===== src/rtl/clk_monitor.sv =====
// Clock monitor: measures period and high time of asynchronous mon_clk in clk cycles,
// flags out-of-range periods and a dead clock. Optional duty check: DUTY_CHECK_EN.
//
// state       | meaning
// ------------+-----------------------------------------------------------
// S_IDLE      | en=0, counters cleared, outputs hold
// S_WAIT_RISE | discard partial mon_clk cycle, wait for first rise
// S_MEAS_HIGH | counting period and high time, waiting for fall
// S_MEAS_LOW  | counting period, waiting for rise to close the measurement
module clk_monitor #(
   parameter int CNT_W      = 16,
   parameter int EXP_PERIOD = 10,
   parameter int TOL        = 1,
   parameter int TIMEOUT    = 1024
`ifdef DUTY_CHECK_EN
   ,
   parameter int EXP_HIGH   = 6
`endif
) (
   input  logic             clk,
   input  logic             rst_n,
   input  logic             mon_clk,
   input  logic             en,
   output logic [CNT_W-1:0] period,
   output logic [CNT_W-1:0] high_time,
   output logic             meas_valid,
   output logic             in_range,
   output logic             no_clk,
   output logic [7:0]       err_cnt
`ifdef DUTY_CHECK_EN
   ,
   output logic             duty_ok
`endif
);

   typedef enum logic [1:0] {S_IDLE, S_WAIT_RISE, S_MEAS_HIGH, S_MEAS_LOW} state_t;

   localparam int             TW      = $clog2(TIMEOUT + 1);
   localparam logic [TW-1:0]  TO_LAST = TW'(TIMEOUT - 1);
   localparam logic [TW-1:0]  TO_MAX  = TW'(TIMEOUT);
   // Bounds carry one extra bit so a tolerance wider than the target cannot wrap.
   localparam logic [CNT_W:0] PRD_LO  = (EXP_PERIOD > TOL) ? (CNT_W+1)'(EXP_PERIOD - TOL) : '0;
   localparam logic [CNT_W:0] PRD_HI  = (CNT_W+1)'(EXP_PERIOD + TOL);

   state_t           r_state;
   logic             r_sync1, r_sync2, r_sync3;
   logic [CNT_W-1:0] r_pcnt, r_hcnt, r_period, r_high_time;
   logic [TW-1:0]    r_tcnt;
   logic             r_meas_valid, r_in_range, r_no_clk;
   logic [7:0]       r_err_cnt;
   logic             w_rise, w_fall, w_timeout, w_prd_ok, w_meas_err;

   function automatic logic [CNT_W-1:0] f_sat_inc(input logic [CNT_W-1:0] v);
      return (&v) ? v : v + CNT_W'(1);
   endfunction

   assign w_rise    = r_sync2 & ~r_sync3;
   assign w_fall    = ~r_sync2 & r_sync3;
   assign w_timeout = en & ~(w_rise | w_fall) & (r_tcnt == TO_LAST);
   assign w_prd_ok  = ({1'b0, r_pcnt} >= PRD_LO) && ({1'b0, r_pcnt} <= PRD_HI) && !(&r_pcnt);

`ifdef DUTY_CHECK_EN
   localparam logic [CNT_W:0] DTY_LO = (EXP_HIGH > TOL) ? (CNT_W+1)'(EXP_HIGH - TOL) : '0;
   localparam logic [CNT_W:0] DTY_HI = (CNT_W+1)'(EXP_HIGH + TOL);
   logic w_duty_ok, r_duty_ok;
   assign w_duty_ok  = ({1'b0, r_high_time} >= DTY_LO) && ({1'b0, r_high_time} <= DTY_HI);
   assign w_meas_err = !w_prd_ok || !w_duty_ok;
   assign duty_ok    = r_duty_ok;
`else
   assign w_meas_err = !w_prd_ok;
`endif

   assign period     = r_period;
   assign high_time  = r_high_time;
   assign meas_valid = r_meas_valid;
   assign in_range   = r_in_range;
   assign no_clk     = r_no_clk;
   assign err_cnt    = r_err_cnt;

   always_ff @(posedge clk or negedge rst_n) begin
      if (!rst_n) begin
         r_sync1 <= 1'b0;
         r_sync2 <= 1'b0;
         r_sync3 <= 1'b0;
      end else begin
         r_sync1 <= mon_clk;
         r_sync2 <= r_sync1;
         r_sync3 <= r_sync2;
      end
   end

   always_ff @(posedge clk or negedge rst_n) begin
      if (!rst_n) begin
         r_tcnt   <= '0;
         r_no_clk <= 1'b0;
      end else begin
         if (!en || w_rise || w_fall)
            r_tcnt <= '0;
         else if (r_tcnt != TO_MAX)
            r_tcnt <= r_tcnt + TW'(1);
         if (w_timeout)
            r_no_clk <= 1'b1;
         else if (en && w_rise)
            r_no_clk <= 1'b0;
      end
   end

   always_ff @(posedge clk or negedge rst_n) begin
      if (!rst_n) begin
         r_state      <= S_IDLE;
         r_pcnt       <= '0;
         r_hcnt       <= '0;
         r_period     <= '0;
         r_high_time  <= '0;
         r_meas_valid <= 1'b0;
         r_in_range   <= 1'b0;
         r_err_cnt    <= '0;
`ifdef DUTY_CHECK_EN
         r_duty_ok    <= 1'b0;
`endif
      end else begin
         r_meas_valid <= 1'b0;
         if (!en) begin
            r_state <= S_IDLE;
            r_pcnt  <= '0;
            r_hcnt  <= '0;
         end else if (w_timeout) begin
            r_state <= S_WAIT_RISE;
            r_pcnt  <= '0;
            r_hcnt  <= '0;
         end else begin
            case (r_state)
               S_IDLE: r_state <= S_WAIT_RISE;
               S_WAIT_RISE: begin
                  if (w_rise) begin
                     r_pcnt  <= CNT_W'(1);
                     r_hcnt  <= CNT_W'(1);
                     r_state <= S_MEAS_HIGH;
                  end
               end
               S_MEAS_HIGH: begin
                  r_pcnt <= f_sat_inc(r_pcnt);
                  r_hcnt <= f_sat_inc(r_hcnt);
                  if (w_fall) begin
                     r_high_time <= r_hcnt;
                     r_state     <= S_MEAS_LOW;
                  end
               end
               S_MEAS_LOW: begin
                  if (w_rise) begin
                     r_period     <= r_pcnt;
                     r_meas_valid <= 1'b1;
                     r_in_range   <= w_prd_ok;
`ifdef DUTY_CHECK_EN
                     r_duty_ok    <= w_duty_ok;
`endif
                     if (w_meas_err && r_err_cnt != 8'hFF)
                        r_err_cnt <= r_err_cnt + 8'd1;
                     r_pcnt  <= CNT_W'(1);
                     r_hcnt  <= CNT_W'(1);
                     r_state <= S_MEAS_HIGH;
                  end else begin
                     r_pcnt <= f_sat_inc(r_pcnt);
                  end
               end
               default: r_state <= S_IDLE;
            endcase
         end
      end
   end

endmodule


===== config.mk =====
export PLATFORM = sky130hd
export DESIGN_NAME = clk_monitor
export DESIGN_NICKNAME = d
export VERILOG_FILES = /design/src/rtl/clk_monitor.sv
export SDC_FILE = /design/constraint.sdc
export NUM_CORES = 1
export LEC_CHECK = 0
export ABC_AREA = 1
export ABC_CLOCK_PERIOD_IN_PS = 1700
export CAP_MARGIN = 10
export CORE_MARGIN = 2
export CORE_UTILIZATION = 50
export DETAILED_ROUTE_END_ITERATION = 12
export PLACE_DENSITY = 0.74
export SLEW_MARGIN = 5
export SYNTH_ARGS = -nofsm -noshare
export SYNTH_HDL_FRONTEND = slang
export SYNTH_SLANG_ARGS = --single-unit
export TNS_END_PERCENT = 1

===== constraint.sdc =====
create_clock -name clk -period 1.7 [get_ports clk]
set_input_delay 0.34 -clock clk [delete_from_list [all_inputs] [get_ports clk]]
set_output_delay 0.34 -clock clk [all_outputs]
set_load 0.01 [all_outputs]

======== Word level (Yosys, flattened, before mapping) ========
Index checks and enable logic that the tools add are counted.
word-level totals
  register bits ........................... 91
  latch bits .............................. 0
  RAM bits ................................ 0
  memory bits (read-only) ................. 0
  output and inout bits ................... 43
  logic and storage cells ................. 84
  memories ................................ 0
cells by class
  $add $sub $neg .......................... 4
  multipliers ............................. 0
  divide/modulo/power cells ............... 0
  magnitude comparators ................... 2
  equal/unequal tests ..................... 12
  shift-type cells ........................ 0
  mux-type cells .......................... 23
  bitwise operators ....................... 9
  reductions and logical operators ........ 21
operator list
  cell                   count
  $mux 16                8
  $pmux 16 s3            1
  $add 16x1->16 const B  2
  $pmux 16 s2            1
  $reduce_and 16->1      2
  $mux 11                2
  $ge 16x4->1 const B    1
  $le 16x4->1 const B    1
  $ne 4x4->1 const B     3
  $add 11x1->11 const B  1
  $eq 11x10->1 const B   1
  $ne 11x11->1 const B   1
  $add 8x1->8 const B    1
  $mux 2                 4
  $ne 4x2->1 const B     2
  $ne 8x8->1 const B     1
  $reduce_and 4->1       2
  $mux 1                 6
  $pmux 2 s3             1
  $ne 5x1->1 const B     1
  $reduce_and 5->1       1
  $and 1x1->1            4
  $eq 2x2->1 const B     2
  $logic_and 1x1->1      4
  other kinds (10)       18

======== Logic depth before layout (Yosys ltp) ========
  depth after elaboration ................. 8
  gate-level depth with buffers ........... 12
  depth with buffers taken out ............ 12

======== Worst setup path before layout ========
Ideal clock, no wire load.
  path kind ............................... flip-flop to flip-flop
  start ................................... register r_sync2
  end ..................................... register r_err_cnt[0] (netlist: err_cnt[0])
  library setup time ...................... 0.123 ns
  arrival ................................. 1.647 ns
  path slack .............................. -0.070 ns
  stages on the path, launching flop included .. 12
  buffers on the path ..................... 1
  clock period less this slack ............ 1.770 ns
  cell sequence ........................... dfrtp_1 > inv_1 > ha_1 > nand2_1 > nor2_1 > nand3_2 > nand2_2 > nor2_1 > nand2_2 > buf_4 > o21ai_0 > nand2_1
on the way
  longest elaborated chain between the ends .. 8
  elaborated cells between the ends (all ways) .. 9
  those cells by class .................... bitwise: 8; reduce/logical: 1
RTL lines
  element                                line  RTL
  start, declared                        46    logic r_sync1, r_sync2, r_sync3;
  start signal, assigned                 87    r_sync2 <= r_sync1;
  $not 1->1                              58    assign w_fall = ~r_sync2 & r_sync3;
  $and 1x1->1                            58
  $or 1x1->1                             59    assign w_timeout = en & ~(w_rise | w_fall) & (r_tcnt == TO_LAST);
  $not 1->1                              59
  $and 1x1->1 (2 in series)              59
  $not 1->1 (no source line)             -
  $reduce_and 5->1 (no source line) (*)  -
  end signal, assigned                   158   r_err_cnt <= r_err_cnt + 8'd1;
  end, declared                          50    logic [7:0] r_err_cnt;
Every way passes the cells marked *; elsewhere a longest branch is shown, timed or not.
A chain may end at the register's enable or synchronous reset.

======== Worst setup path after layout ========
  start ................................... register r_sync3
  end ..................................... register r_pcnt[2]
on the way
  longest elaborated chain between the ends .. 8
  elaborated cells between the ends (all ways) .. 14
  those cells by class .................... eq/ne: 2; mux: 4; bitwise: 7; reduce/logical: 1
RTL lines
  element                                                              line  RTL
  start, declared                                                      46
  start signal, assigned                                               88    r_sync3 <= r_sync2;
  $not 1->1                                                            57    assign w_rise = r_sync2 & ~r_sync3;
  $and 1x1->1                                                          57
  $or 1x1->1                                                           59
  $not 1->1                                                            59
  $and 1x1->1 (2 in series)                                            59
  $ne 5x1->1 (no source line), or another cell as far along            -
  $reduce_and 2->1 (no source line) / $mux 16 (equally long branches)  -
  end signal, assigned                                                 142   r_pcnt <= f_sat_inc(r_pcnt);
  end signal, assigned                                                 163   r_pcnt <= f_sat_inc(r_pcnt);
  end, declared                                                        47    logic [CNT_W-1:0] r_pcnt, r_hcnt, r_period, r_high_time;
Parallel ways exist; a longest one is shown, timed or not.

==> results.json <==
{
  "min_path_type": "flop to flop",
  "final_cell_mix": "nand2_1 (182), dfrtp_1 (91), inv_1 (75)",
  "postRouteAntennaNets": 0,
  "worstSetupStartpointType": "flop",
  "clk_pin_slew_ps": 100,
  "yosysSeqAreaShare": 0.462,
  "portBuffers": 46,
  "drcViolationCount": 0,
  "setup_tns_ps": -3860,
  "fin_ws_ps": -123,
  "nFillCells": 773,
  "end_kind": "flop",
  "place_inst": 890,
  "syn_inst": 660,
  "cts_max_level": 3,
  "fin_hold_ws_ps": 358,
  "n_antenna_cell": 0,
  "finalCriticalPeriod_ps": 1820,
  "synthAdderAreaFrac": 0.0330,
  "slew_viol_final": 0,
  "dp_hpwl_um": 8820,
  "synth_top_family_by_area": "simple AND/OR/NAND/NOR gates",
  "cap_violations": 0,
  "p_per_area_mw_per_mm2": 921,
  "synth_top_area_share": 0.462,
  "path_cells": "ha_4, nand2_4, nor2_4, nand3_4, nand3_4, nand2_8, nor2_1, nand2_1, nand2_1, nor2_1",
  "clk_latency_ps": 390,
  "ys_ff_latch": 91,
  "tightestPinTransition_ps": 413,
  "overflow": 0,
  "power_leakage_nw": 3.18,
  "grt_pass1_vias": 4536,
  "cp_top_family": "simple AND/OR/NAND/NOR gates",
  "preCtsSetupSlack_ps": -399,
  "grt_pass1_wl_um": 20100,
  "drive_gt1_frac": 0.169,
  "fmax_mhz": 548,
  "row_count": 36,
  "die_h_um": 103,
  "critPathBufInv": 0,
  "wl_per_cell_um": 13.4,
  "critPathArrivalTime_ps": 2110,
  "multi_input_area_mm2": 0.00244,
  "hold_viol_final": 0,
  "violations": "negative setup slack",
  "utilization": 0.670,
  "core_mm2": 0.00968,
  "synth-compound-area-share": 0.0898,
  "status": "finished, violations left",
  "cp_slowest_stage_delay_ps": 420,
  "wl_um": 12200,
  "synth_top_area_cell": "dfrtp_1",
  "fin_crit_sh": 1.07,
  "antenna_found_initial": 0,
  "required_ps": 1990,
  "sequential_cell_area_mm2": 0.00228,
  "vias": 4717,
  "nNetsFinal": 791,
  "area_growth_pct": 31.5,
  "cts_root_buffer": "clkbuf_8",
  "crit_type": "flop to flop",
  "initial_core_util": 0.509,
  "cts_tree": "built",
  "finalSetupViolCount": 73,
  "numClockSinks": 91,
  "yosys_warnings": 0,
  "yosys.cell_types.count": 26,
  "cp_max_fo": 7,
  "async_reset_ff_frac": 1.00,
  "dieArea_mm2": 0.0107,
  "slowest_stage": "dfrtp_1",
  "grt_setup_unrepaired": "yes",
  "synth_area_per_cell_um2": 7.47,
  "synth_mux_area_frac": 0,
  "vdd_drop_max_mv": 0.551,
  "die_w_um": 103,
  "synth-edff-count": 0,
  "ios": 47,
  "netlist_area_mm2": 0.00493,
  "grt_max_degree": 34,
  "skew_ps": 10.5,
  "synth_area_leaders": "dfrtp_1 (46%), nand2_1 (14%), nor2_1 (6.4%)",
  "initialDrtViolationCount": 293,
  "numCtsBuffers": 9,
  "globalplace.congestion": 0.929,
  "cts_buffer_depth": 2,
  "vias_per_cell": 5.17,
  "synth_xor_area_frac": 0.0213,
  "first_pass_iters": 6,
  "final_common_cell": "nand2_1",
  "synth_nets": 677,
  "slew_headroom": 0.725,
  "synthFlopType": "dfrtp_1",
  "fin_cells": 912,
  "grt_usage": 0.241,
  "synthSimpleGateAreaFrac": 0.314
}
## kinds of logic (layout without fill, tap and decap cells)
family	count (synthesis)	count (layout)
flops	91	91
simple gates	363	364
fa+ha+maj	13	13
buf+inv	93	211
compound gates	88	88
xor+xnor	12	12
## power by group
group	total (mW)	internal [mW]	leakage [nW]	switching, mW
Combinational	2.01	0.898	1.83	1.11
Clock	1.53	0.686	0.0958	0.842
Sequential	2.44	2.32	1.25	0.129
Total	5.98	3.90	3.18	2.08
## path summary, 6_finish.rpt
path	startpoint	end	slack, ps	cells after the start
worst max-delay path	r_sync3	r_pcnt[2]	-120	10
worst min-delay path	r_sync1	r_sync2	360	0
worst max register to register	r_sync3	r_pcnt[2]	-120	10
worst min register to register	r_sync1	r_sync2	360	0
max in group asynchronous	rst_n	r_tcnt[2]	750	3
min in group asynchronous	rst_n	r_hcnt[9]	420	2
## per-layer routing
layer	wire, µm	GRT usage
met5	0	0
met1	5270	0.305
met4	327	0.0962
met2	5950	0.407
met3	655	0.0464
## state kept, by name (all words and copies together) (netlist names)
signal	flops
err_cnt	8
r_hcnt	16
r_sync1	1
r_tcnt	11
in_range	1
r_state	2
r_pcnt	16
high_time	16
period	16
no_clk	1
r_sync3	1
r_sync2	1
meas_valid	1
## Yosys cell counts, types with 3 or more instances
cell type,instances
a21oi_1,8
buf_2,7
buf_4,4
buf_6,3
dfrtp_1,91
ha_1,13
inv_1,76
inv_2,3
nand2_1,185
nand2_2,4
nand3_1,46
nand3_2,4
nand4_1,13
nor2_1,84
nor2_2,5
nor3_1,13
o21ai_0,57
o21ai_1,22
or2_2,4
xor2_1,10
## layout make-up
type                       instances  area share
multi-input combinational        477       0.376
sequential                        91       0.351
timing repair buffer             116       0.170
inverter                          79      0.0461
tap                              133      0.0256
clock buffer                       9      0.0191
clock inverter                     7      0.0118
## through the flow
step	total power, mW	cell area (µm²)
6_report	5.98	6490
5_1_grt	6.29	6490
4_1_cts	5.87	6380
3_5_place_dp	4.31	6060
3_3_place_gp	4.25	6060
2_1_floorplan	3.44	4950
## what timing repair did
action,in CTS,in global routing
cloned,1,1
pin swaps,6,7
endpoints found under the setup margin,84,86
hold buffers,1,0
buffers inserted,3,1
resized for setup,31,26
endpoints found under the hold margin,29,0
Power figures use the tool's default switching activity.
